[src/rtl/booth_arb_pkg.sv]
// Shared definitions for the Booth multiplier arbiter: FSM encoding and a
// constant-width helper.
package booth_arb_pkg;

  localparam logic [1:0] S_IDLE  = 2'd0;
  localparam logic [1:0] S_ISSUE = 2'd1;
  localparam logic [1:0] S_WAIT  = 2'd2;
  localparam logic [1:0] S_RESP  = 2'd3;

  function automatic int clog2(input int n);
    int r;
    r = 0;
    for (int i = 0; i < 32; i++)
      if ((1 << i) < n) r = i + 1;
    return r;
  endfunction

endpackage

[src/rtl/booth_mult_arbiter_rr_pick.sv]
// Round-robin picker: the first set request at or after ptr, wrapping.
// Rotate so ptr sits at bit 0, priority-encode, then rotate the index back.
module rr_pick
  import booth_arb_pkg::*;
#(
  parameter int NREQ = 4,
  parameter int ID_W = clog2(NREQ)
) (
  input  logic [NREQ-1:0] req,
  input  logic [ID_W-1:0] ptr,
  output logic            any,
  output logic [ID_W-1:0] idx
);

  logic [2*NREQ-1:0] dbl;
  logic [NREQ-1:0]   rot;
  logic [ID_W-1:0]   off;
  logic [ID_W:0]     sum;
  logic [ID_W:0]     sub;

  always_comb begin
    dbl = {req, req} >> ptr;
    rot = dbl[NREQ-1:0];
    off = '0;
    for (int i = NREQ - 1; i >= 0; i--)
      if (rot[i]) off = ID_W'(i);
    sum = {1'b0, ptr} + {1'b0, off};
    sub = sum - (ID_W+1)'(NREQ);
    idx = (sum >= (ID_W+1)'(NREQ)) ? sub[ID_W-1:0] : sum[ID_W-1:0];
    any = |req;
  end

endmodule

[src/rtl/booth_mult_arbiter.sv]
// Shares one sequential Booth multiplier among NREQ requesters: round-robin
// grant, start pulse, wait for done (or timeout), tagged valid/ready response.
module booth_mult_arbiter
  import booth_arb_pkg::*;
#(
  parameter  int NREQ    = 4,
  parameter  int WIDTH   = 4,
  parameter  int TIMEOUT = 31,
  localparam int ID_W    = clog2(NREQ),
  localparam int TW      = (clog2(TIMEOUT) < 1) ? 1 : clog2(TIMEOUT)
) (
  input  logic                  clk,
  input  logic                  rst,
  input  logic [NREQ-1:0]       req,
  input  logic [NREQ*WIDTH-1:0] a_in,
  input  logic [NREQ*WIDTH-1:0] b_in,
  output logic [NREQ-1:0]       gnt,
  output logic                  mult_valid,
  output logic [WIDTH-1:0]      mult_a,
  output logic [WIDTH-1:0]      mult_b,
  input  logic                  mult_done,
  input  logic [2*WIDTH-1:0]    mult_prod,
  output logic                  rsp_valid,
  input  logic                  rsp_ready,
  output logic [ID_W-1:0]       rsp_id,
  output logic [2*WIDTH-1:0]    rsp_prod,
  output logic                  rsp_err,
  output logic                  busy
);

  logic [1:0]      state;
  logic [ID_W-1:0] ptr;
  logic [ID_W-1:0] id_q;
  logic [TW-1:0]   timer;
  logic            pick_any;
  logic [ID_W-1:0] pick_idx;

  rr_pick #(.NREQ(NREQ), .ID_W(ID_W)) u_pick (
    .req (req),
    .ptr (ptr),
    .any (pick_any),
    .idx (pick_idx)
  );

  always_ff @(posedge clk or negedge rst) begin
    if (!rst) begin
      state      <= S_IDLE;
      ptr        <= '0;
      id_q       <= '0;
      timer      <= '0;
      gnt        <= '0;
      mult_valid <= 1'b0;
      mult_a     <= '0;
      mult_b     <= '0;
      rsp_valid  <= 1'b0;
      rsp_id     <= '0;
      rsp_prod   <= '0;
      rsp_err    <= 1'b0;
      busy       <= 1'b0;
    end else begin
      // gnt and mult_valid are single-cycle pulses covering the ISSUE state
      gnt        <= '0;
      mult_valid <= 1'b0;
      case (state)
        S_IDLE: if (pick_any) begin
          id_q       <= pick_idx;
          mult_a     <= a_in[pick_idx*WIDTH +: WIDTH];
          mult_b     <= b_in[pick_idx*WIDTH +: WIDTH];
          gnt        <= {{(NREQ-1){1'b0}}, 1'b1} << pick_idx;
          mult_valid <= 1'b1;
          busy       <= 1'b1;
          state      <= S_ISSUE;
        end
        S_ISSUE: begin
          timer <= '0;
          state <= S_WAIT;
        end
        S_WAIT: begin
          // done beats timeout when both land on the same cycle
          if (mult_done) begin
            rsp_prod  <= mult_prod;
            rsp_err   <= 1'b0;
            rsp_id    <= id_q;
            rsp_valid <= 1'b1;
            state     <= S_RESP;
          end else if (timer == TW'(TIMEOUT - 1)) begin
            rsp_prod  <= '0;
            rsp_err   <= 1'b1;
            rsp_id    <= id_q;
            rsp_valid <= 1'b1;
            state     <= S_RESP;
          end else begin
            timer <= timer + 1'b1;
          end
        end
        S_RESP: if (rsp_ready) begin
          rsp_valid <= 1'b0;
          ptr       <= (id_q == ID_W'(NREQ - 1)) ? '0 : id_q + 1'b1;
          busy      <= 1'b0;
          state     <= S_IDLE;
        end
        default: state <= S_IDLE;
      endcase
    end
  end

endmodule

[config.mk]
export PLATFORM = sky130hd
export DESIGN_NAME = booth_mult_arbiter
export DESIGN_NICKNAME = d
export VERILOG_FILES = /design/src/rtl/booth_arb_pkg.sv /design/src/rtl/booth_mult_arbiter_rr_pick.sv /design/src/rtl/booth_mult_arbiter.sv
export SDC_FILE = /design/constraint.sdc
export NUM_CORES = 1
export LEC_CHECK = 0
export CAP_MARGIN = 20
export CORE_ASPECT_RATIO = 1.75
export CORE_UTILIZATION = 57
export CTS_BUF_LIST = sky130_fd_sc_hd__clkbuf_16
export DETAILED_ROUTE_END_ITERATION = 6
export HOLD_SLACK_MARGIN = 0.02
export MAX_ROUTING_LAYER = met4
export PLACE_DENSITY = 0.79
export SLEW_MARGIN = 5
export SYNTH_ARGS = -nofsm -noshare
export SYNTH_HDL_FRONTEND = slang
export SYNTH_SLANG_ARGS = --single-unit
export TNS_END_PERCENT = 5
[constraint.sdc]
create_clock -name clk -period 6.7 [get_ports clk]
set_clock_uncertainty 0.2 [all_clocks]
set_input_delay 1.005 -clock clk [delete_from_list [all_inputs] [get_ports clk]]
set_output_delay 1.005 -clock clk [all_outputs]
set_load 0.03 [all_outputs]
==> results of run 1 <==
synthesized netlist by cell type (4+ instances only):
| cell | number | share of area |
|---|---|---|
| dfrtp_1 | 154 | 0.42 |
| nand2_1 | 140 | 0.057 |
| o21ai_0 | 79 | 0.043 |
| nor2_1 | 66 | 0.027 |
| xor2_1 | 58 | 0.055 |
| nand3_1 | 53 | 0.029 |
| xnor2_1 | 48 | 0.046 |
| clkbuf_1 | 35 | 0.014 |
| mux2_2 | 33 | 0.041 |
| a21oi_1 | 30 | 0.016 |
| nand4_1 | 30 | 0.020 |
| nor4_1 | 29 | 0.020 |
| and3_1 | 27 | 0.018 |
| inv_1 | 27 | 0.011 |
| nor3_1 | 16 | 0.0087 |
| buf_2 | 15 | 0.0082 |
| ha_1 | 12 | 0.016 |
| and2_1 | 11 | 0.0075 |
| and4_1 | 10 | 0.0096 |
| a22o_1 | 9 | 0.0086 |
| mux2i_1 | 9 | 0.0098 |
| a31oi_1 | 8 | 0.0055 |
| mux4_2 | 8 | 0.020 |
| or3_1 | 8 | 0.0055 |
| a211oi_1 | 7 | 0.0057 |
| a21o_1 | 6 | 0.0049 |
| buf_1 | 5 | 0.0020 |
| nor2b_1 | 5 | 0.0034 |
| buf_4 | 4 | 0.0033 |
| nor4b_1 | 4 | 0.0038 |
how the worst max path moves through the flow:
stage | start | to | slack, ns | depth (start not counted)
final | ptr[17] | gnt[2] | 0.50 | 19
after global routing | ptr[17] | gnt[2] | 0.05 | 19
after CTS | ptr[17] | mult_a[0] | 0.55 | 22
after floorplan | req[1] | gnt[0] | 1.45 | 24
after global placement | req[1] | mult_a[0] | 0.43 | 24
after detailed placement | req[1] | mult_a[3] | 0.29 | 24
cells by family after synthesis:
kind of cell | count (synthesis)
adder cells (fa/ha/maj) | 13
buffers and inverters | 89
AND/OR/NAND/NOR | 416
XOR/XNOR | 106
AO/OA/AOI/OAI | 175
multiplexers | 50
flip-flops | 154
flip-flops by register name, summed over array words and instances, names as in the netlist, 2 cells and up:
name / count
rsp_prod: 8
ptr: 32
timer: 32
rsp_id: 32
mult_b: 4
mult_a: 4
id_q: 32
state: 2
gnt: 4
power by group:
part / leakage (uW) / internal [uW] / switching (uW) / total [uW]
combinational: 0.00237 / 1010 / 1510 / 2520
sequential: 0.00205 / 1220 / 427 / 1650
clock: 0.000283 / 556 / 428 / 984
total: 0.00471 / 2790 / 2370 / 5160
worst max-delay path: cells and delay by family, from the launching register on:
kind	cells	cell delay (ns)
buffers and inverters	1	0.22
and+or+nand+nor	10	3.19
AOI/OAI and AO/OA	7	1.75
DFF	1	0.50
adders and majority gates	1	0.21
cell type report:
class | instances | share of cell area
Tap cell | 189 | 0.02157
Clock inverter | 14 | 0.01472
Inverter | 27 | 0.009245
Clock buffer | 17 | 0.03881
Timing Repair Buffer | 132 | 0.1140
Sequential cell | 154 | 0.3516
Multi-Input combinational cell | 760 | 0.4501
through the flow:
| stage | hold slack (ns) | util | std cells | cell area (um^2) |
|---|---|---|---|---|
| 4_1_cts | 0.2881 | 0.6938 | 1293 | 10960 |
| 3_3_place_gp | 0.2608 | 0.6567 | 1262 | 10380 |
| 6_report | 0.2867 | 0.6938 | 1293 | 10960 |
| 2_1_floorplan | 0.2827 | - | 1003 | 9166 |
| 3_5_place_dp | 0.2693 | 0.6567 | 1262 | 10380 |
| 5_1_grt | 0.3212 | 0.6938 | 1293 | 10960 |
layer usage:
layer  global-route usage  routed length (um)
met3              0.04901                 994
met5                    -                   0
met1               0.3525               10050
met2               0.6488               15300
met4               0.2780                2210
==> results.sh, run 1 <==
export IMPL_place_ws_ns=0.2948
export IMPL_synth_mux_area_frac=0.07002
export IMPL_gp_congestion=1.066
export IMPL_grt_start_max_net_pins=104
export IMPL_critPathKind="flip-flop to flip-flop"
export IMPL_cts_root_buf="clkbuf_16"
export IMPL_outcome="complete, but fails checks"
export IMPL_max_freq_mhz=161.3
export IMPL_slew_viol_final=0
export IMPL_worst_hold_startpoint="mult_b[2]"
export IMPL_fin_total_pwr_uw=5157
export IMPL_synth_compound_area_frac=0.1211
export IMPL_r2r_setup_slack_ns=0.50
export IMPL_rsz0062_at_grt="false"
export IMPL_area_delta_synth_final_pct=19.59
export IMPL_setup_tns_ns=0
export IMPL_end_kind="flip-flop"
export IMPL_drtPass1Iterations=7
export IMPL_ys_seq_elements=154
export IMPL_grt_overflow=0
export IMPL_period_minus_slack_ns=6.199
export IMPL_core_um2=15800
export IMPL_yosys_area_share_adder=0.01856
export IMPL_cts_made_buffers=17
export IMPL_synth_xor_area_frac=0.1013
export IMPL_tightestPinTransition_ns=1.042
export IMPL_yosys_warnings=0
export IMPL_crit_fanout=12
export IMPL_timing_rr_start="ptr[17]"
export IMPL_setup_worst_path_start_class="flip-flop"
export IMPL_ant_nets=0
export IMPL_num_vias=8099
export IMPL_failed_checks="design-rule violations"
export IMPL_hold_viol_final=0
export IMPL_arrival_ns=6.31
export IMPL_ir_drop_mv=0.2817
export IMPL_synth_nets=1064
export IMPL_maxCapViolCount=0
export IMPL_postCtsSetupBuffers=0
export IMPL_cts_resized=0
export IMPL_crit_required_ns=6.81
export IMPL_final_nets=1153
export IMPL_start_util=0.5802
export IMPL_netlist_cell_type_count=71
export IMPL_clock_sinks=154
export IMPL_viasPerCell=6.264
export IMPL_netlist_instances=1003
export IMPL_crit_path_top_delay_cell="nor4_1"
export IMPL_hp_class="flip-flop to flip-flop"
export IMPL_path_cells="nor4_1 -> nand4_1 -> nor2_1 -> nand2_1 -> a211oi_1 -> a31oi_1 -> nor2_1 -> ha_1 -> a21o_1 -> nand2_1 -> nor4_1 -> and3_1 -> o221ai_1 -> a31oi_4 -> buf_4 -> a21oi_1 -> a22oi_1 -> nand4_1 -> nor4_1"
export IMPL_htree_levels=4
export IMPL_synthArstFlopShare=1.000
export IMPL_grt_pass1_wl_um=44170
export IMPL_path_clk_slew_ns=0.06
export IMPL_p_leak_uw=0.004708
export IMPL_drive_gt1_frac=0.1060
export IMPL_ioPinCount=104
export IMPL_register_area_um2=3854
export IMPL_n_antenna_cell=0
export IMPL_clkLatencyLatePin_ns=0.43
export IMPL_timing_rr_end="gnt[2]"
export IMPL_setup_ws_ns=0.5005
export IMPL_finalCritPeriodShare=0.9253
export IMPL_drc_errors=6
export IMPL_drtIter0Drc=395
export IMPL_port_buffers=103
export IMPL_num_rows=61
export IMPL_fillers=1258
export IMPL_synth_simple_area_share=0.2267
export IMPL_clockBufferDepth=2
export IMPL_hold_depth=2
export IMPL_synth_top_family_by_area="simple AND/OR/NAND/NOR gates"
export IMPL_grt_total_usage=0.3633
export IMPL_synth_ff_type="dfrtp_1"
export IMPL_mostFrequentLayoutCells="dfrtp_1 (154), nand2_1 (139), clkdlybuf4s50_1 (102), o21ai_0 (79), nor2_1 (66)"
export IMPL_fp_dieW_um=97.86
export IMPL_hold_buffers=0
export IMPL_antenna_found_initial=0
export IMPL_die_h_um=169.8
export IMPL_hpwlAfterDp_um=21160
export IMPL_critPathMaxStageDelay_ns=0.84
export IMPL_die_area_um2=16610
export IMPL_cts_tree="done"
export IMPL_grt_pass1_vias=8313
export IMPL_setup_viol=0
export IMPL_wire_per_inst_um=22.09
export IMPL_maxSlewHeadroom=0.3031
export IMPL_cellPowerDensity_nw_per_um2=470.4
export IMPL_synth_avg_cell_area_um2=9.139
export IMPL_cp_common_cell="nor4_1"
export IMPL_reg2reg_depth=19
export IMPL_multi_input_area_um2=4933
export IMPL_min_to="mult_b[2]"
export IMPL_syn_cell_area_um2=9166
export IMPL_synth_edf_count=0
export IMPL_ys_seq_area_frac=0.4204
export IMPL_totalWireLength_um=28560
export IMPL_mostFrequentLayoutCell="dfrtp_1"
No activity file was read; power rests on OpenSTA's default activity.
==> inputs of run 2 (changes only) <==
- CTS_BUF_LIST: sky130_fd_sc_hd__clkbuf_16 -> unset
==> results of run 2 <==
Same layout as run 1: the final DEF is identical, and so are final timing and power.
==> inputs of run 3 (changes only) <==
- GPL_TIMING_DRIVEN: unset -> 0
- PLACE_DENSITY: 0.79 -> unset
- PLACE_DENSITY_LB_ADDON: unset -> 0.3
==> results.sh, run 3 (same netlist as run 1, synthesis figures left out) <==
export IMPL_area_delta_synth_final_pct=21.81
export IMPL_min_to="mult_b[2]"
export IMPL_hpwlAfterDp_um=21050
export IMPL_hp_class="flip-flop to flip-flop"
export IMPL_drtIter0Drc=394
export IMPL_setup_worst_path_start_class="input port"
export IMPL_arrival_ns=6.55
export IMPL_totalWireLength_um=27400
export IMPL_critPathMaxStageDelay_ns=0.51
export IMPL_dp_cells=1296
export IMPL_tightestPinTransition_ns=1.033
export IMPL_antenna_found_initial=0
export IMPL_ioPinCount=104
export IMPL_gp_congestion=1.032
export IMPL_crit_path_top_delay_cell="clkdlybuf4s50_1"
export IMPL_timing_rr_start="ptr[18]"
export IMPL_num_rows=61
export IMPL_cts_tree="done"
export IMPL_drc_errors=2
export IMPL_cts_root_buf="clkbuf_16"
export IMPL_final_nets=1190
export IMPL_finalCritPeriodShare=0.9612
export IMPL_max_freq_mhz=155.3
export IMPL_setup_viol=0
export IMPL_grt_overflow=0
export IMPL_critPathKind="input port to flip-flop"
export IMPL_crit_fanout=10
export IMPL_setup_ws_ns=0.2597
export IMPL_fp_dieW_um=97.86
export IMPL_mostFrequentLayoutCell="dfrtp_1"
export IMPL_placed_area_um2=10470
export IMPL_die_h_um=169.8
export IMPL_htree_levels=4
export IMPL_clkLatencyLatePin_ns=0.43
export IMPL_cts_made_buffers=17
export IMPL_port_buffers=103
export IMPL_cellPowerDensity_nw_per_um2=464.5
export IMPL_hold_viol_final=0
export IMPL_ir_drop_mv=0.2514
export IMPL_clockBufferDepth=2
export IMPL_start_util=0.5802
export IMPL_core_um2=15800
export IMPL_grt_start_max_net_pins=89
export IMPL_hold_depth=2
export IMPL_fin_util=0.7067
export IMPL_use_met1=0.3541
export IMPL_outcome="complete, but fails checks"
export IMPL_grt_pass1_vias=8213
export IMPL_maxCapViolCount=0
export IMPL_busiest_layer="met2"
export IMPL_failed_checks="design-rule violations"
export IMPL_crit_required_ns=6.81
export IMPL_timing_rr_end="gnt[0]"
export IMPL_p_leak_uw=0.004754
export IMPL_grt_total_usage=0.3509
export IMPL_grt_use_met2=0.6347
export IMPL_reg2reg_depth=25
export IMPL_slew_viol_final=0
export IMPL_grt_pass1_wl_um=43080
export IMPL_die_area_um2=16610
export IMPL_fin_hold_ws_ns=0.2785
export IMPL_worst_hold_startpoint="mult_b[2]"
export IMPL_clock_sinks=154
export IMPL_drtPass1Iterations=7
export IMPL_period_minus_slack_ns=6.440
export IMPL_wire_per_inst_um=20.60
export IMPL_end_kind="flip-flop"
export IMPL_maxSlewHeadroom=0.3052
export IMPL_mostFrequentLayoutCells="dfrtp_1 (154), nand2_1 (140), clkdlybuf4s50_1 (102), o21ai_0 (79), nor2_1 (65)"
export IMPL_n_antenna_cell=0
export IMPL_place_ws_ns=-0.4211
export IMPL_r2r_setup_slack_ns=0.26
export IMPL_grt_util_met3=0.04613
export IMPL_stdcell_area_um2=11170
export IMPL_drive_gt1_frac=0.1131
export IMPL_viasPerCell=6.058
export IMPL_ant_nets=0
export IMPL_final_cells=1330
export IMPL_path_clk_slew_ns=0.06
export IMPL_num_vias=8057
[run 3: changes by cell type in the layout (fill, tap and decap cells not counted), sizes merged]
cell,delta
clkbuf,+35
buf,+2
clkinvlp,+2
bufinv,-1
clkinv,-1
[run 3: cell type report]
class                           instances  area [um^2]
Fill cell                            1251         4633
Multi-Input combinational cell        760         5027
Clock inverter                         14        140.1
Tap cell                              189        236.5
Sequential cell                       154         3854
Buffer                                 60        280.3
Clock buffer                           17        425.4
Inverter                               27        101.3
Timing Repair Buffer                  109         1101
[run 3: worst max-delay path: cells and delay by family]
| family | cells | cell delay, ns |
|---|---|---|
| and+or+nand+nor | 10 | 1.75 |
| muxes | 1 | 0.11 |
| buffers and inverters | 6 | 1.36 |
| AOI/OAI and AO/OA | 6 | 1.13 |
| adders and majority gates | 2 | 0.70 |
| xor gates and xnor gates | 1 | 0.47 |
[run 3: how the worst max path moves through the flow]
stage | slack [ns] | endpoint | from
floorplan | 1.45 | gnt[0] | req[1]
global placement | -1.66 | id_q[0] | rst
detailed placement | -0.42 | gnt[3] | req[0]
CTS | 0.10 | gnt[3] | req[0]
global route | -0.10 | gnt[0] | req[1]
finish | 0.26 | gnt[0] | req[0]
[run 3: report_power, final]
group	switching [uW]	internal (uW)
combinational	1700	1050
sequential	273	1230
clock	420	519
[run 3: per-layer routing]
metal	vias to the layer above	wire length, um
met5	-	0
met4	0	1804
met3	85	974
met2	227	14780
met1	3939	9845
li1	3806	-
[run 3: timing repair]
item / 4_1_cts / 5_1_grt
pin swaps: 0 / 8
endpoints found under the hold margin: 0 / 0
hold buffers: 0 / 0
setup endpoints to repair: 2 / 19
resized for setup: 1 / 20
buffers inserted: 0 / 5
[run 3: metrics by stage]
stage	total power (uW)	setup TNS, ns
2_1_floorplan	3186	0
3_3_place_gp	4059	-253.84
3_5_place_dp	4104	-2.116
4_1_cts	5064	0
5_1_grt	5460	-0.2210
6_report	5186	0
